## src/rtl/tx_resp_sched.sv

```systemverilog
// Response scheduler: shares one TX FIFO write port between a one-byte register read
// response and a two-byte ALU response (LS byte first), with round-robin arbitration.
//
// state       | meaning
// ------------+-----------------------------------------------------
// IDLE        | nothing being sent; arbitrate between pending slots
// SEND_RD     | presenting the register read byte
// SEND_ALU_LO | presenting the ALU low byte
// SEND_ALU_HI | presenting the ALU high byte
module tx_resp_sched #(
    parameter int DATA_WIDTH = 8,
    parameter int ALU_WIDTH  = 16   // must be 2*DATA_WIDTH
) (
    input  logic                  clk,
    input  logic                  rst,
    input  logic [DATA_WIDTH-1:0] rd_data,
    input  logic                  rd_vld,
    input  logic [ALU_WIDTH-1:0]  alu_out,
    input  logic                  alu_vld,
    input  logic                  fifo_full,
    input  logic                  err_clr,
    output logic [DATA_WIDTH-1:0] fifo_wr_data,
    output logic                  fifo_wr_en,
    output logic                  busy,
    output logic                  ovf_err
);

    typedef enum logic [1:0] {
        IDLE        = 2'd0,
        SEND_RD     = 2'd1,
        SEND_ALU_LO = 2'd2,
        SEND_ALU_HI = 2'd3
    } state_t;

    localparam logic GRANT_RD  = 1'b0;
    localparam logic GRANT_ALU = 1'b1;

    state_t                state;
    state_t                state_nxt;
    logic                  last_grant;
    logic                  last_grant_nxt;
    logic [DATA_WIDTH-1:0] rd_slot;
    logic                  rd_pend;
    logic [ALU_WIDTH-1:0]  alu_slot;
    logic                  alu_pend;
    logic                  rd_free;
    logic                  alu_free;
    logic                  rd_drop;
    logic                  alu_drop;

    assign fifo_wr_en = (state != IDLE) && !fifo_full;
    assign busy       = (state != IDLE) || rd_pend || alu_pend;

    always_ff @(posedge clk or posedge rst) begin
        if (rst) begin
            state      <= IDLE;
            last_grant <= GRANT_ALU;
        end else begin
            state      <= state_nxt;
            last_grant <= last_grant_nxt;
        end
    end

    // last_grant only moves on contested grants, so an uncontested grant does not
    // cost the other source its turn.
    always_comb begin
        state_nxt      = state;
        last_grant_nxt = last_grant;
        rd_free        = 1'b0;
        alu_free       = 1'b0;
        fifo_wr_data   = '0;
        case (state)
            IDLE: begin
                if (rd_pend && alu_pend) begin
                    if (last_grant == GRANT_ALU) begin
                        state_nxt      = SEND_RD;
                        last_grant_nxt = GRANT_RD;
                    end else begin
                        state_nxt      = SEND_ALU_LO;
                        last_grant_nxt = GRANT_ALU;
                    end
                end else if (rd_pend) begin
                    state_nxt = SEND_RD;
                end else if (alu_pend) begin
                    state_nxt = SEND_ALU_LO;
                end
            end
            SEND_RD: begin
                fifo_wr_data = rd_slot;
                if (!fifo_full) begin
                    state_nxt = IDLE;
                    rd_free   = 1'b1;
                end
            end
            SEND_ALU_LO: begin
                fifo_wr_data = alu_slot[DATA_WIDTH-1:0];
                if (!fifo_full) begin
                    state_nxt = SEND_ALU_HI;
                end
            end
            SEND_ALU_HI: begin
                fifo_wr_data = alu_slot[ALU_WIDTH-1:DATA_WIDTH];
                if (!fifo_full) begin
                    state_nxt = IDLE;
                    alu_free  = 1'b1;
                end
            end
            default: state_nxt = IDLE;
        endcase
    end

    // A slot may be reloaded on the very edge its last byte is written.
    assign rd_drop  = rd_vld  && rd_pend  && !rd_free;
    assign alu_drop = alu_vld && alu_pend && !alu_free;

    always_ff @(posedge clk or posedge rst) begin
        if (rst) begin
            rd_slot  <= '0;
            rd_pend  <= 1'b0;
            alu_slot <= '0;
            alu_pend <= 1'b0;
            ovf_err  <= 1'b0;
        end else begin
            if (rd_vld && !rd_drop) begin
                rd_slot <= rd_data;
                rd_pend <= 1'b1;
            end else if (rd_free) begin
                rd_pend <= 1'b0;
            end

            if (alu_vld && !alu_drop) begin
                alu_slot <= alu_out;
                alu_pend <= 1'b1;
            end else if (alu_free) begin
                alu_pend <= 1'b0;
            end

            if (rd_drop || alu_drop) begin
                ovf_err <= 1'b1;
            end else if (err_clr) begin
                ovf_err <= 1'b0;
            end
        end
    end

endmodule
```

## config.mk

```make
export PLATFORM = sky130hd
export DESIGN_NAME = tx_resp_sched
export DESIGN_NICKNAME = d
export VERILOG_FILES = /design/src/rtl/tx_resp_sched.sv
export SDC_FILE = /design/constraint.sdc
export NUM_CORES = 1
export LEC_CHECK = 0
export BUFFER_PORTS_ARGS = -buffer_cell sky130_fd_sc_hd__buf_2
export CAP_MARGIN = 20
export CORE_ASPECT_RATIO = 0.75
export CORE_UTILIZATION = 55
export DETAILED_ROUTE_END_ITERATION = 16
export PLACE_DENSITY = 0.84
export SYNTH_ARGS = -nofsm -noshare
export SYNTH_HDL_FRONTEND = slang
export SYNTH_SLANG_ARGS = --single-unit
```

## constraint.sdc

```tcl
create_clock -name clk -period 2.95 [get_ports clk]
set_input_delay 0.295 -clock clk [delete_from_list [all_inputs] [get_ports clk]]
set_output_delay 0.295 -clock clk [all_outputs]
set_load 0.01 [all_outputs]
```

==> results.py, run 1 <==
metrics = {
    "sta": {
        "hold_viol": 0,
        "period_minus_slack_ns": 2.12,
        "fmax_mhz": 471,
        "setup_viol": 0,
        "fin_crit_sh_pct": 72.0,
        "hold_ws_ns": 0.176,
        "slew_viol_final": 0,
        "skew_ns": 0.00824,
        "worst_pin_slew_ns": 0.679,
        "finalSetupTns_ns": 0,
        "rsz0062_at_grt": "false",
        "slew_headroom_pct": 54.6,
    },
    "critical_path": {
        "critPathArrivalTime_ns": 1.83,
        "rr_endpoint": "alu_slot[13]",
        "cp.required_ns": 2.65,
        "worst_r2r_path_depth": 3,
        "r2r_slack_ns": 0.85,
        "crit_fanout": 17,
        "r2r-start": "state[0]",
        "end_kind": "output pin",
        "path_class": "register to output pin",
        "startpoint": "state[1]",
        "startpoint_type": "register",
    },
    "cells_and_area": {
        "syn2layout_area_growth_pct": 21.2,
        "ff_latch_area_sq_um": 752,
        "antenna_cells": 0,
        "nets": 195,
        "multi_input_area_sq_um": 649,
        "drive_gt1_share_pct": 51.2,
        "fill_cells": 186,
        "finalNonFillerCells": 200,
    },
    "routing": {
        "wl_microns": 2860,
        "drt_first_pass_iters": 4,
        "routedWlPerCell_microns": 14.3,
        "drc_errors": 0,
        "drt_iter0_drc": 44,
        "vias_per_cell": 5.17,
        "num_vias": 1034,
        "antenna_left": 0,
    },
    "pwr": {
        "p_sw_uw": 638,
        "peakVddDrop_uv": 575,
        "leakagePower_nw": 0.863,
        "clkPwrFrac_pct": 13.9,
        "power.internal_mw": 1.19,
        "power_frac_comb_pct": 43.4,
        "p_per_area_mw_per_mm2": 1030,
        "p_total_mw": 1.83,
        "p_sw_share_pct": 34.9,
        "pwr-share-seq_pct": 42.8,
    },
    "yosys": {
        "synth_edf_count": 0,
        "synth_top_area_share_pct": 49.7,
        "synth_area_sq_mm": 0.00146,
        "synth_ff_type": "dfrtp_1",
        "synth_seq_area_share_pct": 51.5,
        "async_flop_share_pct": 100,
        "synthCells": 120,
        "synthesis.nets": 150,
        "ys_types": 24,
        "synth_area_leaders": "dfrtp_1, mux2_2, mux2_4, nand2_1, o21ai_0",
        "syn_avg_cell_area_sq_um": 12.2,
        "yosys.area.top_type": "dfrtp_1",
        "ys_warn_count": 0,
        "ys_ff_latch": 30,
    },
    "outcome": {
        "status": "finished clean",
    },
    "die": {
        "die_h_microns": 46.6,
        "start_util_pct": 60.8,
        "io_pins": 41,
        "die_w_microns": 61.5,
        "die-area_sq_mm": 0.00287,
        "fp.coreArea_sq_mm": 0.00240,
        "std_cell_rows": 15,
    },
    "grt": {
        "grt_pass1_wl_microns": 4560,
        "grt_max_degree": 31,
        "overflow": 0,
        "grt_antenna_before_repair": 0,
        "grt_pass1_vias": 989,
        "grt_use_total_pct": 23.7,
    },
    "clock_tree": {
        "ctsHtreeMaxLevel": 2,
        "clkSlewWorstSetupHoldPaths_ns": 0.09,
        "cts_root_buf": "clkbuf_4",
        "clock_latency_ns": 0.33,
        "cts_resized": 0,
        "numCtsBuffers": 5,
        "cts.sinks": 30,
        "clockBufferDepth": 2,
        "cts_tree": "yes",
    },
    "min_path": {
        "hold_depth": 2,
        "hold_path_end": "alu_pend",
        "min_path_type": "input port to register",
        "min-delay-start": "alu_vld",
    },
    "placed_design": {
        "numPortBuffers": 40,
        "placed_cells": 190,
        "place_congestion": 0.752,
    },
    "flow_run": {
        "drv_cap": 0,
    },
}
-- worst max-delay path by stage --
| stage | to | cells past startpoint |
|---|---|---|
| finish | fifo_wr_data[6] | 5 |
| global placement | alu_slot[13] | 3 |
| floorplan | fifo_wr_data[0] | 4 |
| global route | fifo_wr_data[7] | 5 |
| CTS | fifo_wr_data[4] | 5 |
| detailed placement | alu_slot[14] | 3 |
-- kinds of logic after synthesis --
family	after synthesis	share of synthesized area, %
xor+xnor	1	0.599
mux	32	27.2
buf+inv	11	4.11
compound gates	18	8.22
simple gates	28	8.39
flops	30	51.5
-- synth_stat cells, types with 2 or more instances --
cell,number
nand2_1,20
mux2_4,10
clkbuf_1,2
buf_2,2
inv_1,6
dfrtp_1,29
a21oi_1,3
mux2_2,22
nor2_1,3
o21ai_0,9
-- per-stage QoR --
| step | worst slack [ns] | util, % | instance area, sq um |
|---|---|---|---|
| global route | 0.701 | 73.8 | 1770 |
| global placement | 0.999 | 69.7 | 1670 |
| floorplan | 1.49 | - | 1460 |
| CTS | 0.825 | 72.2 | 1730 |
| detailed placement | 0.944 | 69.7 | 1670 |
| finish | 0.825 | 73.8 | 1770 |
-- layer usage --
layer  share of wire (%)  track usage, %  vias up
met4                 1.7            13.3        0
met2                  46            37.2       43
met3                 6.8            7.02        5
met1                  46            29.5      486
li1                    -               -      500
met5                   0               0        -
-- state kept, by name, indices dropped and copies added, names as in the netlist --
name	count
alu_slot	16
rd_slot	8
state	2
alu_pend	1
last_grant	1
ovf_err	1
rd_pend	1
-- timing repair --
item,CTS,global route
buffers inserted,0,0
hold buffers,0,1
hold endpoints to repair,0,7
-- critical path, cell delays in order, from the launching register on --
cell,delay (ns)
dfrtp_1,0.51
buf_4,0.29
mux2_2,0.35
nand2_1,0.06
o21ai_0,0.10
buf_2,0.18
-- power by group through the flow --
stage / Combinational, mW / Clock [mW] / Sequential (mW)
global route: 0.865 / 0.279 / 0.805
detailed placement: 0.787 / 0 / 0.785
CTS: 0.792 / 0.260 / 0.776
floorplan: 0.647 / 0 / 0.710
global placement: 0.770 / 0 / 0.768
finish: 0.792 / 0.254 / 0.781
-- cell usage in the layout, fill, tap and decap left out --
| master | Yosys | layout |
|---|---|---|
| a211o_1 | 1 | 1 |
| a21boi_0 | 1 | 1 |
| a21boi_4 | 1 | 1 |
| a21o_1 | 1 | 1 |
| a21oi_1 | 3 | 3 |
| and3_1 | 1 | 1 |
| buf_16 | 0 | 1 |
| buf_2 | 2 | 40 |
| buf_4 | 0 | 1 |
| clkbuf_1 | 2 | 1 |
| clkbuf_4 | 0 | 5 |
| clkbuf_8 | 0 | 1 |
| clkinv_2 | 0 | 1 |
| dfrtp_1 | 29 | 29 |
| dfstp_2 | 1 | 1 |
| dlygate4sd3_1 | 0 | 1 |
| inv_1 | 6 | 6 |
| mux2_2 | 22 | 22 |
| mux2_4 | 10 | 10 |
| nand2_1 | 20 | 20 |
| nand2b_1 | 1 | 1 |
| nand3_1 | 1 | 1 |
| nand3b_2 | 1 | 1 |
| nor2_1 | 3 | 3 |
| nor3b_1 | 1 | 1 |
| o21ai_0 | 9 | 9 |
| o21ai_2 | 1 | 1 |
| o221ai_1 | 1 | 1 |
| xnor2_1 | 1 | 1 |
-- final cells by class --
class	count	area share, %
sequential	30	42.4
multi-input combinational	79	36.7
timing repair buffer	43	13.8
clock buffer	7	3.11
tap	34	2.40
inverter	6	1.27
clock inverter	1	0.282
(Power assumes the default switching activity.)
==> run 2: changes to the inputs <==
- CORE_UTILIZATION: 55 -> 46
- PLACE_DENSITY: 0.84 -> 0.75
- clock period: 2.95 -> 1.85 ns (I/O delays scaled with it)
==> results.py, run 2 (synthesis results as in run 1) <==
metrics = {
    "outcome": {
        "status": "finished clean",
    },
    "die": {
        "die-area_sq_mm": 0.00341,
        "die_h_microns": 50.8,
        "start_util_pct": 49.1,
        "io_pins": 41,
        "die_w_microns": 67.1,
        "fp.coreArea_sq_mm": 0.00298,
        "std_cell_rows": 17,
    },
    "sta": {
        "fin_crit_sh_pct": 93.9,
        "hold_ws_ns": 0.118,
        "setup_ws_ns": 0.113,
        "finalSetupTns_ns": 0,
        "slew_viol_final": 0,
        "worst_pin_slew_ns": 0.445,
        "hold_viol": 0,
        "setup_viol": 0,
        "rsz0062_at_grt": "false",
        "slew_headroom_pct": 70.3,
        "period_minus_slack_ns": 1.74,
        "fmax_mhz": 576,
        "skew_ns": 0.00371,
    },
    "min_path": {
        "hold_path_end": "alu_pend",
        "min_path_type": "input port to register",
        "hold_depth": 2,
        "min-delay-start": "alu_vld",
    },
    "clock_tree": {
        "clockBufferDepth": 2,
        "ctsHtreeMaxLevel": 2,
        "cts.sinks": 30,
        "post_cts_buffers": 0,
        "numCtsBuffers": 5,
        "clkSlewWorstSetupHoldPaths_ns": 0.06,
        "clock_latency_ns": 0.28,
        "cts_tree": "yes",
        "cts_root_buf": "clkbuf_8",
    },
    "pwr": {
        "p_per_area_mw_per_mm2": 1700,
        "peakVddDrop_uv": 773,
        "p_total_mw": 3.09,
        "leakagePower_nw": 0.883,
    },
    "grt": {
        "overflow": 0,
        "grt_antenna_before_repair": 0,
        "grt_max_degree": 31,
        "grt_pass1_vias": 1056,
        "grt_use_total_pct": 20.5,
        "grt_pass1_wl_microns": 4960,
    },
    "critical_path": {
        "crit_chain": "buf_6, mux2_2, nand2_1, o21ai_0, buf_2",
        "r2r_slack_ns": 0.34,
        "rr_endpoint": "rd_slot[2]",
        "startpoint": "state[1]",
        "path_class": "register to output pin",
        "r2r-start": "state[0]",
        "crit_buf_inv": 2,
        "max_stage_delay_ns": 0.42,
        "end_kind": "output pin",
        "critPathArrivalTime_ns": 1.55,
        "worst_r2r_path_depth": 3,
        "slowest_stage": "dfrtp_2",
        "cp.required_ns": 1.66,
        "startpoint_type": "register",
        "crit_fanout": 19,
        "path_delay_family": "flip-flops",
    },
    "routing": {
        "wl_microns": 2930,
        "drt_first_pass_iters": 4,
        "antenna_left": 0,
        "vias_per_cell": 5.06,
        "num_vias": 1047,
        "drt_iter0_drc": 71,
        "routedWlPerCell_microns": 14.2,
        "drc_errors": 0,
    },
    "placed_design": {
        "dp_hpwl_microns": 2140,
        "place_congestion": 0.800,
        "placed_cells": 198,
        "post-place-ws_ns": 0.323,
        "numPortBuffers": 40,
        "placed_cell_area_sq_mm": 0.00171,
    },
    "cells_and_area": {
        "ff_latch_area_sq_um": 753,
        "drive_gt1_share_pct": 52.7,
        "nets": 198,
        "reg_top3": "alu_slot (16), rd_slot (8), state (2)",
        "max_flop_register": "alu_slot",
        "finish.utilization_pct": 61.0,
        "syn2layout_area_growth_pct": 24.2,
        "finalNonFillerCells": 207,
        "final_cell_mix": "buf_2, dfrtp_1, mux2_2, nand2_1, mux2_4",
        "largest_reg_flops": 16,
        "layout_commonest_cell": "buf_2",
        "antenna_cells": 0,
        "multi_input_area_sq_um": 649,
        "fill_cells": 254,
        "final_area_sq_mm": 0.00182,
    },
    "flow_run": {
        "drv_cap": 0,
    },
}
## run 2: cell types whose count changed in the layout (fill, tap and decap cells not counted)
| cell | before | now |
|---|---|---|
| dfrtp_2 | 0 | 1 |
| buf_6 | 0 | 1 |
| clkbuf_8 | 1 | 6 |
| buf_16 | 1 | 0 |
| dfrtp_1 | 29 | 28 |
| clkbuf_4 | 5 | 0 |
| buf_4 | 1 | 4 |
## run 2: power by group
group          switching, mW  internal (mW)
clock network          0.245          0.299
registers              0.210          0.989
logic                  0.591          0.757
## run 2: routing by layer
layer | GRT usage, % | wire, microns | vias to the layer above
li1 | - | - | 504
met1 | 27.6 | 1350 | 504
met2 | 30.0 | 1320 | 34
met3 | 8.48 | 208 | 5
met4 | 6.38 | 45 | 0
met5 | 0 | 0 | -
## run 2: worst max path at each step
stage	end	cells after the start
floorplan	alu_slot[0]	4
global placement	fifo_wr_data[6]	5
detailed placement	fifo_wr_data[6]	5
CTS	fifo_wr_data[6]	5
global route	fifo_wr_data[6]	5
finish	fifo_wr_data[1]	5
## run 2: cell type report
cell class                 count  share of cell area, %
sequential                    30                   41.5
multi-input combinational     79                   35.8
timing repair buffer          46                   13.9
clock buffer                   7                   4.76
tap                           38                   2.62
inverter                       6                   1.24
clock inverter                 1                  0.276
## run 2: what timing repair did
item                                   in CTS  in global routing
setup endpoints to repair                   0                  8
endpoints found under the hold margin      29                  0
hold buffers                                1                  0
gates resized for setup                     0                  2
==> run 3: changes to the inputs <==
- GPL_TIMING_DRIVEN: unset -> 0
==> results.py, run 3 (synthesis results as in run 1) <==
metrics = {
    "outcome": {
        "status": "finished clean",
    },
    "routing": {
        "num_vias": 1066,
        "antenna_left": 0,
        "vias_per_cell": 5.15,
        "drt_first_pass_iters": 6,
        "drc_errors": 0,
        "drt_iter0_drc": 41,
        "wl_microns": 2920,
        "routedWlPerCell_microns": 14.1,
    },
    "min_path": {
        "min-delay-start": "alu_vld",
        "hold_depth": 2,
        "min_path_type": "input port to register",
    },
    "clock_tree": {
        "clkSlewWorstSetupHoldPaths_ns": 0.06,
        "numCtsBuffers": 5,
        "clock_latency_ns": 0.28,
        "cts_tree": "yes",
        "cts.sinks": 30,
        "cts_root_buf": "clkbuf_8",
        "clockBufferDepth": 2,
        "ctsHtreeMaxLevel": 2,
    },
    "sta": {
        "period_minus_slack_ns": 1.75,
        "slew_viol_final": 0,
        "rsz0062_at_grt": "false",
        "finalSetupTns_ns": 0,
        "fin_crit_sh_pct": 94.7,
        "hold_viol": 0,
        "setup_viol": 0,
        "skew_ns": 0.00447,
        "worst_pin_slew_ns": 0.502,
        "fmax_mhz": 571,
        "slew_headroom_pct": 66.5,
        "setup_ws_ns": 0.0984,
    },
    "critical_path": {
        "crit_fanout": 10,
        "max_stage_delay_ns": 0.42,
        "slowest_stage": "dfrtp_2",
        "end_kind": "output pin",
        "r2r_slack_ns": 0.32,
        "worst_r2r_path_depth": 4,
        "crit_chain": "buf_4, mux2_2, nand2_1, o21ai_0, buf_2",
        "r2r-start": "state[1]",
        "critPathArrivalTime_ns": 1.57,
        "cp.depth": 5,
        "cp.required_ns": 1.66,
        "startpoint_type": "register",
        "crit_buf_inv": 2,
        "path_delay_family": "flip-flops",
        "startpoint": "state[1]",
        "path_class": "register to output pin",
    },
    "die": {
        "die-area_sq_mm": 0.00341,
        "fp.coreArea_sq_mm": 0.00298,
        "die_w_microns": 67.1,
        "start_util_pct": 49.1,
        "std_cell_rows": 17,
        "die_h_microns": 50.8,
        "io_pins": 41,
    },
    "placed_design": {
        "numPortBuffers": 40,
        "placed_cells": 198,
        "placed_cell_area_sq_mm": 0.00171,
        "post-place-ws_ns": 0.175,
        "dp_hpwl_microns": 2110,
        "place_congestion": 0.791,
    },
    "grt": {
        "grt_use_total_pct": 19.8,
        "grt_pass1_wl_microns": 4790,
        "grt_max_degree": 31,
        "overflow": 0,
        "grt_antenna_before_repair": 0,
        "grt_pass1_vias": 1046,
    },
    "pwr": {
        "leakagePower_nw": 0.886,
        "p_per_area_mw_per_mm2": 1670,
        "peakVddDrop_uv": 1140,
    },
    "cells_and_area": {
        "layout_commonest_cell": "buf_2",
        "max_flop_register": "alu_slot",
        "reg_top3": "alu_slot (16), rd_slot (8), state (2)",
        "largest_reg_flops": 16,
        "finalNonFillerCells": 207,
        "nets": 199,
        "final_area_sq_mm": 0.00183,
        "final_cell_mix": "buf_2, dfrtp_1, mux2_2, nand2_1, mux2_4",
        "fill_cells": 259,
        "ff_latch_area_sq_um": 753,
        "antenna_cells": 0,
        "multi_input_area_sq_um": 649,
        "syn2layout_area_growth_pct": 25.3,
        "drive_gt1_share_pct": 52.1,
    },
    "flow_run": {
        "drv_cap": 0,
    },
}
-- run 3: cell count changes in the layout (fill, tap and decap cells not counted), sizes merged --
| cell | change |
|---|---|
| clkinv | -1 |
| buf | -2 |
| clkbuf | +3 |
-- run 3: worst paths after layout --
path	to
min in group asynchronous	alu_slot[10]
worst max-delay path	fifo_wr_data[4]
worst max register to register	alu_slot[9]
worst min-delay path	alu_pend
max in group asynchronous	last_grant
worst min register to register	alu_slot[13]
-- run 3: routing by layer --
layer  GRT usage, %  routed length [microns]  part of all wire (%)  vias up
met3           5.36                      224                   7.7        5
met1           25.5                     1340                    46      511
met2           30.0                     1320                    45       45
met4           10.6                       32                   1.1        0
li1               -                        -                     -      505
met5              0                        0                     0        -
-- run 3: layout make-up --
type	instances	area share, %
Multi-Input combinational cell	79	35.5
Timing Repair Buffer	42	13.0
Buffer	5	2.46
Tap cell	38	2.60
Inverter	6	1.23
Sequential cell	30	41.1
Clock buffer	7	4.17
-- run 3: what timing repair did --
| action | in CTS | in global routing |
|---|---|---|
| setup buffers | 0 | 0 |
| endpoints found under the setup margin | 8 | 8 |
| gates resized for setup | 3 | 2 |
| hold buffers | 0 | 1 |
| endpoints found under the hold margin | 0 | 5 |
-- run 3: power by group --
part	switching (mW)	internal, mW
clock network	0.209	0.258
logic	0.623	0.772
registers	0.203	0.990
-- run 3: stage by stage --
step | util [%] | total power [mW] | hold slack (ns)
after floorplan | - | 2.16 | 0.275
after global placement | 57.4 | 2.51 | 0.399
after detailed placement | 57.4 | 2.57 | 0.405
after CTS | 60.1 | 3.07 | 0.114
after global routing | 61.5 | 3.28 | 0.127
final | 61.5 | 3.06 | 0.119
